==> src/rtl/cpu_defs_pkg.sv <==
// Shared definitions for the fetch stage: reset PC, halt word, memory
// address width and the fetch state encoding.
package cpu_defs;

    localparam int          IMEM_AWIDTH = 12;
    localparam logic [31:0] RESET_PC    = 32'h0000_0000;
    localparam logic [31:0] HALT_INSTR  = 32'h0000_000C;

    typedef enum logic [1:0] {
        FETCH_BOOT = 2'd0,
        FETCH_RUN  = 2'd1,
        FETCH_HALT = 2'd2
    } fetch_state_e;

endpackage

==> src/rtl/instruction_fetch_pc_register.sv <==
// Program counter flop with load enable and a two-way next-PC mux:
// sequential (pc + 4) or an already word-aligned redirect target.
module pc_register #(
    parameter int                  PC_WIDTH = 32,
    parameter logic [PC_WIDTH-1:0] RESET_PC = '0
) (
    input  logic                clk,
    input  logic                rst_n,
    input  logic                load_en,
    input  logic                redirect_sel,
    input  logic [PC_WIDTH-1:0] redirect_aligned,
    output logic [PC_WIDTH-1:0] pc
);

    logic [PC_WIDTH-1:0] pc_d;
    logic [PC_WIDTH-1:0] pc_q;

    // Next PC: hold unless loading; redirect wins over sequential increment.
    always_comb begin
        pc_d = pc_q;
        if (load_en) begin
            if (redirect_sel) begin
                pc_d = redirect_aligned;
            end else begin
                pc_d = pc_q + PC_WIDTH'(4);
            end
        end
    end

    // PC state; reset is asynchronous so the fetch address is valid immediately.
    always_ff @(posedge clk or negedge rst_n) begin
        if (!rst_n) begin
            pc_q <= RESET_PC;
        end else begin
            pc_q <= pc_d;
        end
    end

    assign pc = pc_q;

endmodule

==> src/rtl/instruction_fetch.sv <==
// MIPS fetch stage. Owns the PC, addresses instruction memory, registers the
// returned word with its PC for decode, and handles redirects, back-pressure
// and halting on syscall.
//
// Handshake: out_* is offered while out_valid is high and is held stable
// until out_ready is seen high on a rising edge; that edge is the transfer.
// out_valid never drops without a transfer except on a redirect (flush).
module instruction_fetch
    import cpu_defs::*;
#(
    parameter int                  PC_WIDTH    = 32,
    parameter int                  IMEM_AWIDTH = cpu_defs::IMEM_AWIDTH,
    parameter logic [PC_WIDTH-1:0] RESET_PC    = PC_WIDTH'(cpu_defs::RESET_PC),
    parameter logic [31:0]         HALT_INSTR  = cpu_defs::HALT_INSTR
) (
    input  logic                   clk,
    input  logic                   rst_n,
    output logic [IMEM_AWIDTH-1:0] imem_addr,
    input  logic [31:0]            imem_data,
    input  logic                   redirect_valid,
    input  logic [PC_WIDTH-1:0]    redirect_target,
    output logic                   out_valid,
    input  logic                   out_ready,
    output logic [31:0]            out_instr,
    output logic [PC_WIDTH-1:0]    out_pc,
    output logic [PC_WIDTH-1:0]    out_pc_plus4,
    output logic                   halted,
    output logic                   misalign_fault,
    output logic [31:0]            fetch_count,
    output logic [1:0]             state_dbg
);

    fetch_state_e        state_d, state_q;
    logic                out_valid_d, out_valid_q;
    logic [31:0]         out_instr_d, out_instr_q;
    logic [PC_WIDTH-1:0] out_pc_d, out_pc_q;
    logic [PC_WIDTH-1:0] out_pc_plus4_d, out_pc_plus4_q;
    logic                misalign_d, misalign_q;
    logic [31:0]         fetch_count_d, fetch_count_q;

    logic [PC_WIDTH-1:0] pc;
    logic [PC_WIDTH-1:0] redirect_aligned;
    logic                pc_load;
    logic                pc_redirect;
    logic                xfer;
    logic                load;

    assign redirect_aligned = {redirect_target[PC_WIDTH-1:2], 2'b00};
    assign xfer             = out_valid_q && out_ready;
    assign load             = !out_valid_q || out_ready;

    pc_register #(
        .PC_WIDTH (PC_WIDTH),
        .RESET_PC (RESET_PC)
    ) u_pc_register (
        .clk              (clk),
        .rst_n            (rst_n),
        .load_en          (pc_load),
        .redirect_sel     (pc_redirect),
        .redirect_aligned (redirect_aligned),
        .pc               (pc)
    );

    // Next-state, capture, flush and transfer-count decisions.
    always_comb begin
        state_d        = state_q;
        out_valid_d    = out_valid_q;
        out_instr_d    = out_instr_q;
        out_pc_d       = out_pc_q;
        out_pc_plus4_d = out_pc_plus4_q;
        fetch_count_d  = fetch_count_q;
        misalign_d     = redirect_valid && (redirect_target[1:0] != 2'b00);
        pc_load        = 1'b0;
        pc_redirect    = 1'b0;

        // A transfer on the same edge as a redirect still completes and counts.
        if (xfer) begin
            fetch_count_d = fetch_count_q + 32'd1;
        end

        case (state_q)
            FETCH_BOOT: begin
                state_d = FETCH_RUN;
                if (redirect_valid) begin
                    pc_load     = 1'b1;
                    pc_redirect = 1'b1;
                end
            end
            FETCH_RUN: begin
                if (redirect_valid) begin
                    pc_load     = 1'b1;
                    pc_redirect = 1'b1;
                    out_valid_d = 1'b0;
                end else if (load) begin
                    out_instr_d    = imem_data;
                    out_pc_d       = pc;
                    out_pc_plus4_d = pc + PC_WIDTH'(4);
                    out_valid_d    = 1'b1;
                    pc_load        = 1'b1;
                    if (imem_data == HALT_INSTR) begin
                        state_d = FETCH_HALT;
                    end
                end
            end
            FETCH_HALT: begin
                if (redirect_valid) begin
                    pc_load     = 1'b1;
                    pc_redirect = 1'b1;
                    out_valid_d = 1'b0;
                    state_d     = FETCH_RUN;
                end else if (xfer) begin
                    // The halting word drains to decode; nothing new is fetched.
                    out_valid_d = 1'b0;
                end
            end
            default: begin
                state_d     = FETCH_BOOT;
                out_valid_d = 1'b0;
            end
        endcase
    end

    // FSM state and registered outputs.
    always_ff @(posedge clk or negedge rst_n) begin
        if (!rst_n) begin
            state_q        <= FETCH_BOOT;
            out_valid_q    <= 1'b0;
            out_instr_q    <= '0;
            out_pc_q       <= '0;
            out_pc_plus4_q <= '0;
            misalign_q     <= 1'b0;
            fetch_count_q  <= '0;
        end else begin
            state_q        <= state_d;
            out_valid_q    <= out_valid_d;
            out_instr_q    <= out_instr_d;
            out_pc_q       <= out_pc_d;
            out_pc_plus4_q <= out_pc_plus4_d;
            misalign_q     <= misalign_d;
            fetch_count_q  <= fetch_count_d;
        end
    end

    assign imem_addr      = pc[IMEM_AWIDTH+1:2];
    assign out_valid      = out_valid_q;
    assign out_instr      = out_instr_q;
    assign out_pc         = out_pc_q;
    assign out_pc_plus4   = out_pc_plus4_q;
    assign halted         = (state_q == FETCH_HALT);
    assign misalign_fault = misalign_q;
    assign fetch_count    = fetch_count_q;
    assign state_dbg      = state_q;

endmodule
==> config.mk <==
export PLATFORM = sky130hd
export DESIGN_NAME = instruction_fetch
export DESIGN_NICKNAME = d
export VERILOG_FILES = /design/src/rtl/cpu_defs_pkg.sv /design/src/rtl/instruction_fetch_pc_register.sv /design/src/rtl/instruction_fetch.sv
export SDC_FILE = /design/constraint.sdc
export NUM_CORES = 1
export LEC_CHECK = 0
export BUFFER_PORTS_ARGS = -buffer_cell sky130_fd_sc_hd__buf_2
export CAP_MARGIN = 0
export CORE_MARGIN = 8
export CORE_UTILIZATION = 56
export CTS_CLUSTER_DIAMETER = 40
export DETAILED_ROUTE_END_ITERATION = 6
export PLACE_DENSITY = 0.88
export SYNTH_ARGS = -nofsm -noshare
export SYNTH_HDL_FRONTEND = slang
export SYNTH_SLANG_ARGS = --single-unit
==> constraint.sdc <==
create_clock -name clk -period 5.1 [get_ports clk]
set_input_delay 1.02 -clock clk [delete_from_list [all_inputs] [get_ports clk]]
set_output_delay 1.02 -clock clk [all_outputs]
set_load 0.02 [all_outputs]
==> run_results.csv, run 1 <==
group,metric,value,unit
run_status,status,"complete, no violations",
synth,ys_types,53,
final_layout,diodes,0,
sta,drv_slew,0,
final_layout,layout-drive-gt1-share,26.2,%
power,p_per_area,401,mW/mm²
sta,skew,0.00632,ns
final_layout,mostFrequentLayoutCells,"nand2_1 (222), buf_2 (207), dfrtp_1 (158)",
routing,ant_nets,0,
setup_path,critPathMaxFanout,103,
synth,seq_area_frac_synth,53.5,%
routing,drc,0,
clock_tree,clock-sinks,158,
synth,yosysWarningCount,0,
final_layout,area_delta_synth_final,22.5,%
floorplanning,core-area,0.0131,mm²
setup_path,cp_top_family,"simple AND/OR/NAND/NOR gates",
sta,period_minus_slack,3.06,ns
setup_path,r2r-start,"out_valid",
setup_path,critPathLaunchType,"input port",
routing,drt_iter0_drc,500,
floorplanning,boundaryPins,213,
global_routing,grt_max_degree,104,
floorplanning,dieArea,0.0171,mm²
setup_path,crit_start,"redirect_valid",
global_routing,grt_first_pass_wirelength,32.2,mm
sta,slew-limit-headroom,31.6,%
clock_tree,post_cts_buffers,0,
placed_design,io_buffers,208,
sta,fin_tns_setup,0,ns
clock_tree,root_buffer,"clkbuf_16",
synth,ys_ff_latch,158,
clock_tree,clk_pin_slew,0.06,ns
sta,hold_violations,0,
clock_tree,numCtsBuffers,17,
final_layout,layout.nets,1046,
setup_path,required,5.41,ns
placed_design,place_hpwl,13.9,mm
setup_path,critical_path.cell_chain,"buf_2, or3b_1, o211a_1, buf_4, nand2_4, nor2_1, a211oi_1",
routing,vias_per_cell,5.66,
sta,rsz0062_at_grt,"false",
routing,dr_total_vias,6577,
setup_path,max_stage_delay,0.79,ns
power,leakagePower,0.00450,µW
worst_hold_path,min_from,"fetch_count[31]",
sta,setup_viol,0,
worst_hold_path,hold_path_class,"reg2reg",
synth,synth-edff-count,0,
flow_run,drv_cap,0,
sta,max_freq,0.326,GHz
floorplanning,rows,42,
clock_tree,clkLatencyLatePin,0.42,ns
placed_design,dp_slack,1.72,ns
placed_design,place_inst,1133,
synth,synthesis.area,0.00739,mm²
placed_design,gp_congestion,0.825,
setup_path,endpoint_kind,"flip-flop",
setup_path,path_buf_inv,2,
global_routing,gr-total-overflow,0,
clock_tree,cts_buffer_depth,2,
clock_tree,cts.repair.resized,0,
clock_tree,ctsHoldBuffers,0,
sta,tightestPinTransition,1.02,ns
final_layout,final_common_cell,"nand2_1",
synth,avgSynthCellArea,9.20,µm²
routing,drt-wirelength-per-cell,17.2,µm
setup_path,worst-endpoint-arrival,3.38,ns
clock_tree,h-tree-depth,4,
floorplanning,start_util,56.5,%
routing,drt-total-wl,20.0,mm
global_routing,first_global_vias,6537,
global_routing,grt_util_all_layers,24.0,%
final_layout,final_util,69.2,%
synth,synth_flop_cell,"dfrtp_1",
clock_tree,cts_tree,"built",
synth,synthCells,803,
global_routing,antenna_found_initial,1,
sta,finalCritPeriodShare,60.1,%
placed_design,place_area,0.00841,mm²
floorplanning,die_h,131,µm
floorplanning,die_x,131,µm
setup_path,critical_path_class,"in2reg",
power,peakVddDrop,0.000257,V
routing,first_pass_iters,6,
sta,setup_slack,2.04,ns
final_layout,design_area,0.00905,mm²
final_layout,stdcell_count,1162,
synth,synthArstFlopShare,100,%
setup_path,slowest_stage,"nand2_4",
worst register-to-register path, stage by stage (launching register included):
cell and delay (ns):
dfrtp_1 0.46, or3b_1 0.40, o211a_1 0.13, buf_4 0.25
nand2_4 0.80, nor2_1 0.16, a211oi_1 0.30
per-stage QoR:
step           total power, µW  hold slack (ns)
5_1_grt                   3790            0.477
2_1_floorplan             2010            0.504
3_5_place_dp              2280            0.453
3_3_place_gp              2260            0.452
4_1_cts                   3660            0.465
6_report                  3630            0.463
area by class of cell:
type,instances,area [µm²]
clock buffers,22,474
clock inverters,7,160
fillers,1004,4040
inverters,15,56.3
multi-input cells,570,3090
flip-flops and latches,158,3950
well taps,176,220
repair buffers,214,1090
flip-flops by register name (all words and copies together), names as in the netlist:
signal	count
out_pc_plus4	30
misalign_fault	1
out_valid	1
out_pc	30
state_dbg	2
fetch_count	32
out_instr	32
u_pc_register.pc	30
logic make-up after synthesis:
kind of cell / count (synthesis) / synth area share, %
AO/OA/AOI/OAI: 123 / 10.2
XOR/XNOR: 59 / 7.00
adder cells (fa/ha/maj): 2 / 0.339
buffers and inverters: 78 / 4.95
flip-flops: 158 / 53.5
multiplexers: 2 / 0.305
other: 1 / 0.0508
AND/OR/NAND/NOR: 380 / 23.6
routing by layer:
layer / vias to the layer above / GRT usage [%] / routed length [µm]
li1: 3037 / - / -
met1: 3172 / 30.2 / 8140
met2: 313 / 37.7 / 9600
met3: 53 / 6.41 / 1690
met4: 2 / 11.5 / 567
met5: - / 0 / 11
path summary, 6_finish.rpt:
path / slack (ns) / depth (start not counted) / to
worst max-delay path: 2.04 / 7 / u_pc_register.pc[28]
worst min-delay path: 0.46 / 1 / fetch_count[31]
worst max register to register: 2.51 / 6 / u_pc_register.pc[28]
worst min register to register: 0.46 / 1 / fetch_count[31]
max in group asynchronous: 3.44 / 2 / out_pc[22]
min in group asynchronous: 0.58 / 1 / out_pc[11]
power breakdown:
part	internal, µW	switching (µW)
Combinational	243	459
Sequential	1410	150
Clock	898	469
Total	2550	1080
synthesized netlist by cell type (2+ instances only):
library cell	n	area share, %
o22ai_1	13	1.1
mux2_2	2	0.30
a21o_1	2	0.20
inv_1	14	0.71
dfrtp_1	158	54
xor2_1	22	2.6
a311oi_1	3	0.36
o32ai_1	2	0.24
nor4_1	9	0.76
o21ai_1	3	0.20
or3_1	2	0.17
a21oi_1	32	2.2
nor4_2	3	0.51
o21ai_0	38	2.6
clkbuf_1	42	2.1
nor3_1	21	1.4
nand2b_1	3	0.25
and2_1	3	0.25
ha_1	2	0.34
and4_1	6	0.71
nand2_1	223	11
a32oi_1	5	0.59
nand3_1	25	1.7
o22a_1	5	0.59
buf_2	4	0.27
nor4_4	2	0.58
o21a_1	6	0.61
a2bb2oi_1	5	0.59
and3_1	10	0.85
or4_4	2	0.30
buf_4	16	1.6
xnor2_1	37	4.4
nor2b_1	2	0.17
nor2_1	44	2.2
a211oi_1	2	0.20
nand4_1	18	1.5
(Power assumes the default switching activity.)
==> inputs of run 2 (changes only) <==
--- a/config.mk
+++ b/config.mk
@@ -8,10 +8,10 @@
 export BUFFER_PORTS_ARGS = -buffer_cell sky130_fd_sc_hd__buf_2
 export CAP_MARGIN = 0
 export CORE_MARGIN = 8
-export CORE_UTILIZATION = 56
+export CORE_UTILIZATION = 47
 export CTS_CLUSTER_DIAMETER = 40
 export DETAILED_ROUTE_END_ITERATION = 6
-export PLACE_DENSITY = 0.88
+export PLACE_DENSITY = 0.79
 export SYNTH_ARGS = -nofsm -noshare
 export SYNTH_HDL_FRONTEND = slang
 export SYNTH_SLANG_ARGS = --single-unit
==> constraint.sdc (replaced) <==
create_clock -name clk -period 2.5 [get_ports clk]
set_input_delay 0.5 -clock clk [delete_from_list [all_inputs] [get_ports clk]]
set_output_delay 0.5 -clock clk [all_outputs]
set_load 0.02 [all_outputs]
==> run 2 against run 1 <==
Compared with the run above:
- register-to-register slack worse by 2.1 ns
- combinational power up 120%
- clock-buffer cell count down 2
- design area up 2.8%
- setup slack worse by 1.7 ns
- non-clock buffer count up 25
- first-iteration DRC count down 17%
- flip-flop and latch count unchanged
- die area up 17%
- sequential share of layout area down 1.2 points
==> run_results.csv, run 2 (synthesis results as in run 1) <==
group,metric,value,unit
sta,skew,0.00535,ns
floorplanning,boundaryPins,213,
global_routing,antenna_found_initial,2,
clock_tree,cts_tree,"built",
clock_tree,ctsHoldBuffers,1,
placed_design,dp_slack,0.405,ns
final_layout,fill_cells,1391,
floorplanning,core-area,0.0156,mm²
floorplanning,start_util,47.4,%
setup_path,critPathLaunchType,"flip-flop",
sta,tightestPinTransition,0.684,ns
clock_tree,h-tree-depth,4,
clock_tree,clk_pin_slew,0.06,ns
final_layout,area_delta_synth_final,25.9,%
setup_path,critPathMaxFanout,16,
routing,drt-total-wl,20.8,mm
power,p_per_area,786,mW/mm²
setup_path,endpoint_kind,"flip-flop",
floorplanning,die_h,141,µm
setup_path,critical_path_class,"reg2reg",
setup_path,r2r-start,"u_pc_register.pc[9]",
final_layout,layout-drive-gt1-share,28.1,%
floorplanning,dieArea,0.0200,mm²
setup_path,worst-endpoint-arrival,2.43,ns
final_layout,final_common_cell,"nand2_1",
sta,setup_viol,0,
sta,period_minus_slack,2.13,ns
sta,max_freq,0.470,GHz
final_layout,mostFrequentLayoutCells,"nand2_1 (222), buf_2 (207), dfrtp_1 (158)",
global_routing,first_global_vias,6659,
sta,fin_tns_setup,0,ns
placed_design,io_buffers,208,
setup_path,reg2reg_depth,5,
routing,vias_per_cell,5.31,
global_routing,gr-total-overflow,0,
setup_path,critical_path.cell_chain,"nand4_1, or3_1, nor4_4, a32oi_1, o22a_1",
sta,finalCritPeriodShare,85.2,%
clock_tree,clock-sinks,158,
clock_tree,cts.repair.resized,0,
sta,slew-limit-headroom,54.4,%
worst_hold_path,hold_path_class,"in2reg",
setup_path,r2r_end,"u_pc_register.pc[21]",
floorplanning,die_x,141,µm
setup_path,crit_start,"u_pc_register.pc[9]",
clock_tree,clkLatencyLatePin,0.42,ns
final_layout,ff_latch_area,0.00395,mm²
clock_tree,numCtsBuffers,17,
sta,rsz0062_at_grt,"false",
routing,first_pass_iters,4,
routing,drc,0,
clock_tree,cts_buffer_depth,2,
final_layout,multi_input_area,0.00309,mm²
floorplanning,rows,46,
clock_tree,post_cts_buffers,0,
sta,holdWs,0.288,ns
placed_design,gp_congestion,0.819,
global_routing,grt_max_degree,70,
final_layout,diodes,0,
routing,ant_nets,0,
global_routing,grt_first_pass_wirelength,33.7,mm
routing,drt_iter0_drc,417,
setup_path,reg2reg_slack,0.37,ns
routing,dr_total_vias,6523,
setup_path,required,2.81,ns
setup_path,max_stage_delay,0.68,ns
setup_path,slowest_stage,"or3_1",
sta,setup_slack,0.371,ns
global_routing,grt_util_all_layers,21.1,%
setup_path,critical_path.endpoint,"u_pc_register.pc[21]",
power,leakagePower,0.00462,µW
placed_design,place_hpwl,15.0,mm
sta,hold_violations,0,
flow_run,drv_cap,0,
power,peakVddDrop,0.000504,V
clock_tree,root_buffer,"clkbuf_16",
sta,drv_slew,0,
routing,drt-wirelength-per-cell,16.9,µm
final_layout,layout.nets,1071,
run_status,status,"complete, no violations",
## run 2: worst min path at each step
| stage | start | end | slack [ns] | cells past startpoint |
|---|---|---|---|---|
| CTS | imem_data[23] | out_instr[23] | 0.27 | 3 |
| global route | imem_data[24] | out_instr[24] | 0.28 | 3 |
| floorplan | rst_n | fetch_count[0] | 0.20 | 0 |
| finish | imem_data[17] | out_instr[17] | 0.29 | 3 |
| global placement | rst_n | out_pc[13] | 0.43 | 1 |
| detailed placement | rst_n | out_pc[13] | 0.43 | 1 |
## run 2: stage by stage
step | total power (µW) | utilization (%) | cells | area, µm²
floorplan | 4090 | - | 806 | 7400
global placement | 4690 | 55.7 | 1197 | 8690
detailed placement | 4730 | 55.7 | 1197 | 8690
CTS | 7380 | 59.6 | 1229 | 9300
global route | 7650 | 59.6 | 1229 | 9300
finish | 7310 | 59.6 | 1229 | 9300
## run 2: final cells by class
type                    instances  area share [%]
flip-flops and latches        158            42.5
well taps                     216            2.91
inverters                      15           0.605
repair buffers                239            14.3
multi-input cells             570            33.2
clock buffers                  20            4.91
clock inverters                11            1.52
## run 2: power by group
group	leakage [µW]	internal (µW)	switching [µW]	total, µW
combinational	0.00241	547	981	1530
clock	0.000288	1610	1020	2630
sequential	0.00191	2870	279	3150
total	0.00462	5030	2280	7310
## run 2: worst max-delay path, delay by kind of cell, from the launching register on
family,cells,cell delay [ns]
AO/OA/AOI/OAI,2,0.36
flip-flops,1,0.50
AND/OR/NAND/NOR,3,1.16
## run 2: per-layer routing
metal | share of wire, % | up-vias | track usage (%)
li1 | - | 3090 | -
met1 | 41 | 3167 | 25.9
met2 | 49 | 219 | 34.9
met3 | 7.4 | 43 | 6.18
met4 | 1.9 | 4 | 7.18
met5 | 0.13 | - | 0
